==> src/rtl/axi_lite_pkg.sv <==
// axi_lite_pkg: shared state encoding and default widths for the AXI-Lite master
package axi_lite_pkg;
   localparam int AXI_ADDR_WIDTH     = 32;
   localparam int AXI_DATA_WIDTH     = 32;
   localparam int AXI_TIMEOUT_CYCLES = 255;
   typedef enum logic [2:0] {IDLE, WR_REQ, WR_RESP, RD_REQ, RD_DATA, RSP} axi_m_state_t;
endpackage

==> src/rtl/axi_lite_master.sv <==
// axi_lite_master: single-outstanding command-to-AXI-Lite bridge with response timeout
module axi_lite_master
   import axi_lite_pkg::*;
#(
   parameter int ADDR_WIDTH     = AXI_ADDR_WIDTH,
   parameter int DATA_WIDTH     = AXI_DATA_WIDTH,
   parameter int TIMEOUT_CYCLES = AXI_TIMEOUT_CYCLES
) (
   input  logic                  clk,
   input  logic                  rst,
   input  logic                  cmd_valid,
   output logic                  cmd_ready,
   input  logic                  cmd_write,
   input  logic [ADDR_WIDTH-1:0] cmd_addr,
   input  logic [DATA_WIDTH-1:0] cmd_wdata,
   output logic                  rsp_valid,
   input  logic                  rsp_ready,
   output logic [DATA_WIDTH-1:0] rsp_rdata,
   output logic                  rsp_err,
   output logic                  awvalid,
   output logic [ADDR_WIDTH-1:0] awaddr,
   output logic                  wvalid,
   output logic [DATA_WIDTH-1:0] wdata,
   input  logic                  bvalid,
   output logic                  bready,
   output logic                  arvalid,
   output logic [ADDR_WIDTH-1:0] araddr,
   input  logic                  arready,
   input  logic                  rvalid,
   input  logic [DATA_WIDTH-1:0] rdata
);
   localparam int CW = $clog2(TIMEOUT_CYCLES + 1);
   axi_m_state_t          r_state;
   logic [ADDR_WIDTH-1:0] r_addr;
   logic [DATA_WIDTH-1:0] r_wdata;
   logic [DATA_WIDTH-1:0] r_rsp_rdata;
   logic [CW-1:0]         r_cnt;
   logic                  r_cmd_ready;
   logic                  r_awvalid;
   logic                  r_arvalid;
   logic                  r_bready;
   logic                  r_rsp_valid;
   logic                  r_rsp_err;
   logic                  w_tmo;
   // compare in 32 bits so the count never wraps when TIMEOUT_CYCLES fills the counter width
   assign w_tmo     = 32'(r_cnt) + 32'd1 >= 32'(TIMEOUT_CYCLES);
   assign cmd_ready = r_cmd_ready;
   assign awvalid   = r_awvalid;
   assign wvalid    = r_awvalid;
   assign awaddr    = r_addr;
   assign wdata     = r_wdata;
   assign araddr    = r_addr;
   assign arvalid   = r_arvalid;
   assign bready    = r_bready;
   assign rsp_valid = r_rsp_valid;
   assign rsp_rdata = r_rsp_rdata;
   assign rsp_err   = r_rsp_err;
   // transaction FSM; every AXI and response output is a register updated here
   always_ff @(posedge clk or posedge rst) begin
      if (rst) begin
         r_state     <= IDLE;
         r_addr      <= '0;
         r_wdata     <= '0;
         r_rsp_rdata <= '0;
         r_cnt       <= '0;
         r_cmd_ready <= 1'b1;
         r_awvalid   <= 1'b0;
         r_arvalid   <= 1'b0;
         r_bready    <= 1'b0;
         r_rsp_valid <= 1'b0;
         r_rsp_err   <= 1'b0;
      end else begin
         case (r_state)
            IDLE: if (cmd_valid && r_cmd_ready) begin
               r_addr      <= cmd_addr;
               r_wdata     <= cmd_wdata;
               r_cmd_ready <= 1'b0;
               r_cnt       <= '0;
               r_awvalid   <= cmd_write;
               r_arvalid   <= !cmd_write;
               r_state     <= cmd_write ? WR_REQ : RD_REQ;
            end
            WR_REQ: begin
               r_awvalid <= 1'b0;
               r_bready  <= 1'b1;
               r_cnt     <= '0;
               r_state   <= WR_RESP;
            end
            WR_RESP: if (bvalid || w_tmo) begin
               r_bready    <= 1'b0;
               r_rsp_valid <= 1'b1;
               r_rsp_err   <= !bvalid;
               r_rsp_rdata <= '0;
               r_state     <= RSP;
            end else r_cnt <= r_cnt + CW'(1);
            RD_REQ: if (arready) begin
               r_arvalid <= 1'b0;
               r_cnt     <= w_tmo ? r_cnt : r_cnt + CW'(1);
               r_state   <= RD_DATA;
            end else if (w_tmo) begin
               r_arvalid   <= 1'b0;
               r_rsp_valid <= 1'b1;
               r_rsp_err   <= 1'b1;
               r_rsp_rdata <= '0;
               r_state     <= RSP;
            end else r_cnt <= r_cnt + CW'(1);
            RD_DATA: if (rvalid || w_tmo) begin
               r_rsp_valid <= 1'b1;
               r_rsp_err   <= !rvalid;
               r_rsp_rdata <= rvalid ? rdata : '0;
               r_state     <= RSP;
            end else r_cnt <= r_cnt + CW'(1);
            RSP: if (rsp_ready) begin
               r_rsp_valid <= 1'b0;
               r_cmd_ready <= 1'b1;
               r_state     <= IDLE;
            end
            default: r_state <= IDLE;
         endcase
      end
   end
endmodule

==> config.mk <==
export PLATFORM = sky130hd
export DESIGN_NAME = axi_lite_master
export DESIGN_NICKNAME = d
export VERILOG_FILES = /design/src/rtl/axi_lite_pkg.sv /design/src/rtl/axi_lite_master.sv
export SDC_FILE = /design/constraint.sdc
export NUM_CORES = 1
export LEC_CHECK = 0
export ABC_AREA = 1
export BUFFER_PORTS_ARGS = -buffer_cell sky130_fd_sc_hd__buf_4
export CAP_MARGIN = 15
export CORE_ASPECT_RATIO = 0.75
export CORE_MARGIN = 2
export CORE_UTILIZATION = 35
export DETAILED_ROUTE_END_ITERATION = 6
export GPL_TIMING_DRIVEN = 1
export PLACE_DENSITY = 0.72
export SLEW_MARGIN = 20
export SYNTH_ARGS = -nofsm -noshare
export SYNTH_HDL_FRONTEND = slang
export SYNTH_SLANG_ARGS = --single-unit
==> constraint.sdc <==
create_clock -name clk -period 4.9 [get_ports clk]
set_clock_uncertainty 0.1 [all_clocks]
set_input_delay 0.49 -clock clk [delete_from_list [all_inputs] [get_ports clk]]
set_output_delay 0.49 -clock clk [all_outputs]
set_load 0.02 [all_outputs]
After elaboration in Yosys (flattened, before gate mapping)
Cells that the tools add are included.
{"block": "word_totals", "out_inout_bits": 135, "reg_bits": 113, "elab_cells": 91}
{"block": "classes", "n_addsub": 2, "n_lt_le_gt_ge": 1, "reduce_logical": 23, "eq_ne": 15, "mux": 39}
{"cell": "$mux W32", "count": 5}
{"cell": "$pmux W32 S3", "count": 1}
{"cell": "$pmux W8 S5", "count": 1}
{"cell": "$mux W8", "count": 4}
{"cell": "$mux W3", "count": 6}
{"cell": "$ne A2 B2 Y1 const B", "count": 9}
{"cell": "$pmux W3 S6", "count": 1}
{"cell": "$reduce_and A5 Y1", "count": 3}
{"cell": "$mux W1", "count": 14}
{"cell": "$add A8 B1 Y9 const B", "count": 1}
{"cell": "$ge A9 B8 Y1 const B", "count": 1}
{"cell": "$add A8 B1 Y8 const B", "count": 1}
{"cell": "$pmux W1 S2", "count": 4}
{"cell": "$reduce_bool A2 Y1", "count": 4}
{"cell": "$eq A3 B2 Y1 const B", "count": 2}
{"cell": "$eq A3 B3 Y1 const B", "count": 2}
{"cell": "$reduce_and A2 Y1", "count": 3}
{"cell": "$reduce_and A3 Y1", "count": 2}
{"cell": "$reduce_and A6 Y1", "count": 1}
{"cell": "$reduce_bool A5 Y1", "count": 1}
{"cell": "$pmux W1 S4", "count": 1}
{"cell": "$reduce_bool A4 Y1", "count": 1}
{"cell": "$eq A3 B1 Y1 const B", "count": 1}
{"cell": "$logic_not A1 Y1", "count": 3}
{"cell": "7 further kinds", "count": 8}

Depth between registers and ports, before layout
{"block": "logic_depth", "ltp_word": 5, "depth_mapped": 15, "mapped_depth_nobuf": 14}

Least setup slack after synthesis
Ideal clock, no wire load.
{"block": "synth_path", "path_kind": "reg-to-reg", "from": "register r_cnt[0]", "to": "register r_rsp_err, in the netlist rsp_err", "arrival_time_ns": 1.866, "stages_incl_launch_ff": 14, "setup_slack_ns": 2.818, "setup_time_ns": 0.116, "synth_period_minus_slack_ns": 2.082, "required_ns": 4.684, "path_buffers": 1, "path_cell_list": "dfrtp_1 -> inv_1 -> ha_1 -> o21bai_1 -> nand3_1 -> nor2_1 -> nand3_4 -> nand3_2 -> nand2_2 -> inv_2 -> nand3_4 -> buf_12 -> nand2_4 -> nand2_2"}
{"block": "synth_between", "elab_chain_len": 5, "elab_cells_between_ends": 8}
{"item": "from (decl)", "line_no": "axi_lite_master.sv:37", "source": "logic [CW-1:0] r_cnt;"}
{"item": "from (signal assigned)", "line_no": "axi_lite_master.sv:95", "source": "end else r_cnt <= r_cnt + CW'(1);"}
{"item": "from (signal assigned)", "line_no": "axi_lite_master.sv:98", "source": "r_cnt <= w_tmo ? r_cnt : r_cnt + CW'(1);"}
{"item": "from (signal assigned)", "line_no": "axi_lite_master.sv:106", "source": "end else r_cnt <= r_cnt + CW'(1);"}
{"item": "$add A8 B1 Y9 *", "line_no": "axi_lite_master.sv:46", "source": "assign w_tmo = 32'(r_cnt) + 32'd1 >= 32'(TIMEOUT_CYCLES);"}
{"item": "$ge A9 B8 Y1 *", "line_no": "axi_lite_master.sv:46"}
{"item": "$logic_or A1 B1 Y1, on equally long branches", "line_no": "axi_lite_master.sv:107, axi_lite_master.sv:89"}
{"item": "$ne A2 B2 Y1 (no line)"}
{"item": "$reduce_and A5 Y1 (no line) *"}
{"item": "to (signal assigned)", "line_no": "axi_lite_master.sv:92", "source": "r_rsp_err <= !bvalid;"}
{"item": "to (signal assigned)", "line_no": "axi_lite_master.sv:109", "source": "r_rsp_err <= !rvalid;"}
{"item": "to (decl)", "line_no": "axi_lite_master.sv:43", "source": "logic r_rsp_err;"}
Mark *: on every way between the ends. The rest lies on a longest branch, timed or not.
A chain may end at the register's enable or synchronous reset.

Worst setup path in the final report
{"block": "layout_path", "from": "register r_cnt[0]", "to": "register r_rsp_rdata[14], in the netlist rsp_rdata[14]"}
{"block": "layout_between", "elab_chain_len": 5, "elab_cells_between_ends": 8}
{"item": "$add A8 B1 Y9 *", "line_no": "axi_lite_master.sv:46"}
{"item": "$ge A9 B8 Y1 *", "line_no": "axi_lite_master.sv:46"}
{"item": "$logic_or A1 B1 Y1, on equally long branches", "line_no": "axi_lite_master.sv:107, axi_lite_master.sv:89"}
{"item": "$ne A2 B2 Y1 (no line)"}
{"item": "$reduce_and A5 Y1 (no line) *"}
{"item": "to (signal assigned)", "line_no": "axi_lite_master.sv:110", "source": "r_rsp_rdata <= rvalid ? rdata : '0;"}
{"item": "to (decl)", "line_no": "axi_lite_master.sv:36", "source": "logic [DATA_WIDTH-1:0] r_rsp_rdata;"}
Marks and branches as above.

==> results.toml <==
[layout]
diodes = 0
drive_gt1_share_pct = 43.6
fin_nets = 935
areaGrowthSynthToFinish_pct = 41.0

[clock_tree]
cts_root_buf = "clkbuf_16"
htreeDepth = 4
cts.sinks = 113
worstSkewPairLatency_ns = 0.41
cts_setup_buffers = 0
cts_buffers = 17
cts-resized-gates = 0
clk_path_buf_depth = 2
clk_transition_reported_paths_ns = 0.05
cts_tree = "done"
hold_buffers = 0

[grt]
grt_pass1_wl_mm = 22.5
grt-ovfl-total = 0
antenna_found_initial = 0
grt_max_degree = 78
grt_pass1_vias = 4462
gr-usage-all-layers_pct = 16.9

[floorplanning]
die_area_um2 = 16800
initial_core_util_pct = 36.0
io_pins = 239
die_y_um = 113
die_w_um = 149
placement_rows = 39
core_area_um2 = 15300

[timing]
setup_viol = 0
period_share_pct = 58.8
fin_crit_ns = 2.88
hold_viol_final = 0
setup_tns_ns = 0
fin_ws_ns = 2.02
worst_pin_slew_ns = 0.971
drv_slew = 0
fmax_mhz = 347
rsz0062_at_grt = "no"
relSlewSlack_pct = 34.9
hold_slack_ns = 0.109

[logic_synthesis]
synth.most_common_cell = "nand2_1"
seq_area_frac_synth_pct = 51.3
synth_area_leaders = "dfrtp_1 (51%), nand2_1 (19%), nand2_4 (6.3%)"
synthCells = 621
ys_async_sr_fraction_pct = 100
synth_common_cells = "nand2_1 (282), dfrtp_1 (112), nand2_2 (34), buf_4 (33), nand2_4 (31)"
yosysWarnings = 0
synth_top_family_by_area = "simple AND/OR/NAND/NOR gates"
ys.flop_type = "dfrtp_1"
synth_compound_area_share_pct = 2.63
syn_nets = 728
synthAdderAreaFrac_pct = 0.680
synth_edf_count = 0
syn-mean-instance-area_um2 = 8.89
synth_area_um2 = 5520
synth-simple-area-share_pct = 36.2
yosys.area.top_type = "dfrtp_1"
synth_top_area_share_pct = 50.8
synth_seq_cells = 113
synth.area.mux_share_pct = 0
synth.distinct_cells = 32
synth_xor_area_share_pct = 0.159

[routing]
avgViaCountPerCell = 4.40
wl_per_cell_um = 13.4
finalWirelength_mm = 14.0
drtAntennaViolNets = 0
drc = 0
drt_pass1_iterations = 5
drt_iter0_markers = 164
via_count = 4596

[setup_path]
start_kind = "register"
r2r_setup_slack_ns = 2.02
crit_required_ns = 5.08
path_cells = "ha_1 -> nand2_1 -> inv_2 -> nor2_2 -> nand3_1 -> nor2_1 -> nand3_4 -> nand3_2 -> nand2_2 -> inv_2 -> nand3_4 -> nand2_1 -> nand2_1"
slowest_delay_ns = 0.69
slowest_stage = "nand3_4"
cp_max_fo = 33
worstSetupStartpoint = "r_cnt[0]"
cp_common_cell = "nand2_1"
arrival_ns = 3.06
worstSetupEndpointType = "register"
r2r-start = "r_cnt[0]"
critical_path_class = "reg2reg"

[run_status]
status = "finished clean"

[power]
power_density_nw_per_um2 = 717
leakagePower_nw = 4.30
peakVddDrop_mv = 0.310

[flow_run]
cap_viol_max_count = 0

[place]
dp_hpwl_mm = 10.2
gp_congestion = 0.850
place.port_buffers = 238
dpl_worst_slack_ns = 2.03

[worst_hold_path]
min_path_type = "in2async"
## cell type report
| cell class | count | area [µm²] |
|---|---|---|
| Sequential cell | 113 | 2830 |
| Timing Repair Buffer | 241 | 1810 |
| Tap cell | 205 | 256 |
| Inverter | 31 | 124 |
| Clock inverter | 10 | 113 |
| Fill cell | 1476 | 7540 |
| Multi-Input combinational cell | 424 | 2200 |
| Clock buffer | 21 | 450 |
## sequential cells by signal (all words and copies together) (netlist names)
signal     cells
rsp_err        1
cmd_ready      1
wdata         32
awvalid        1
bready         1
araddr        32
r_state        3
rsp_rdata     32
arvalid        1
rsp_valid      1
r_cnt          8
## critical path: cells and delay by family (launching register included)
kind / cells / cell delay (ns)
and+or+nand+nor: 10 / 1.85
DFF: 1 / 0.41
adders and majority gates: 1 / 0.24
buffers and inverters: 2 / 0.15
## power by group
part / internal [mW] / total (mW) / leakage, nW / switching [mW]
Combinational: 1.08 / 2.70 / 2.58 / 1.62
Sequential: 1.35 / 1.70 / 1.46 / 0.352
Clock: 0.754 / 1.18 / 0.261 / 0.422
Total: 3.18 / 5.58 / 4.30 / 2.39
## cells in the final DEF, fill, tap and decap left out
cell / n
nand2_1: 282
buf_4: 241
dfrtp_1: 112
nand2_2: 34
nand2_4: 31
inv_1: 21
nor2_1: 17
clkbuf_16: 17
nand3_1: 10
nand4_1: 9
inv_2: 7
o21ai_0: 6
o21bai_1: 5
clkinvlp_4: 5
nor2_4: 4
nor2_2: 4
nand3_4: 3
nor3_1: 3
ha_1: 3
clkbuf_1: 3
clkinv_2: 3
nand3_2: 2
nor3_4: 2
o21ai_4: 2
or2_2: 2
bufinv_16: 2
xor2_1: 1
a31oi_4: 1
nand4_2: 1
clkinv_1: 1
inv_6: 1
o211ai_1: 1
inv_4: 1
a21oi_4: 1
clkbuf_8: 1
dfstp_2: 1
## layer usage
metal | track usage [%] | wire length (µm) | vias up
met5 | 0 | 0 | -
met4 | 4.57 | 114 | 0
met3 | 7.26 | 1540 | 10
met2 | 24.6 | 6040 | 189
met1 | 23.1 | 6350 | 2117
li1 | - | - | 2280
## cell families after synthesis
| logic type | count (synthesis) |
|---|---|
| AND/OR/NAND/NOR | 404 |
| AO/OA/AOI/OAI | 16 |
| flip-flops | 113 |
| adder cells (fa/ha/maj) | 3 |
| XOR/XNOR | 1 |
| buffers and inverters | 84 |
## stage by stage
step	utilization (%)	area [µm²]	power [mW]	instances
finish	50.8	7780	5.58	1045
global route	50.8	7780	5.95	1045
CTS	50.8	7780	5.65	1045
detailed placement	47.1	7210	4.45	1014
global placement	47.1	7210	4.40	1014
floorplan	-	5520	3.54	621
## final timing paths
path / depth (start not counted) / end
setup reg to reg: 13 / rsp_rdata[14]
min in group clk: 3 / wdata[1]
max in group asynchronous: 3 / araddr[10]
hold reg to reg: 2 / wdata[29]
setup / recovery: 13 / rsp_rdata[14]
hold / removal: 2 / araddr[19]
(Power assumes the default switching activity.)
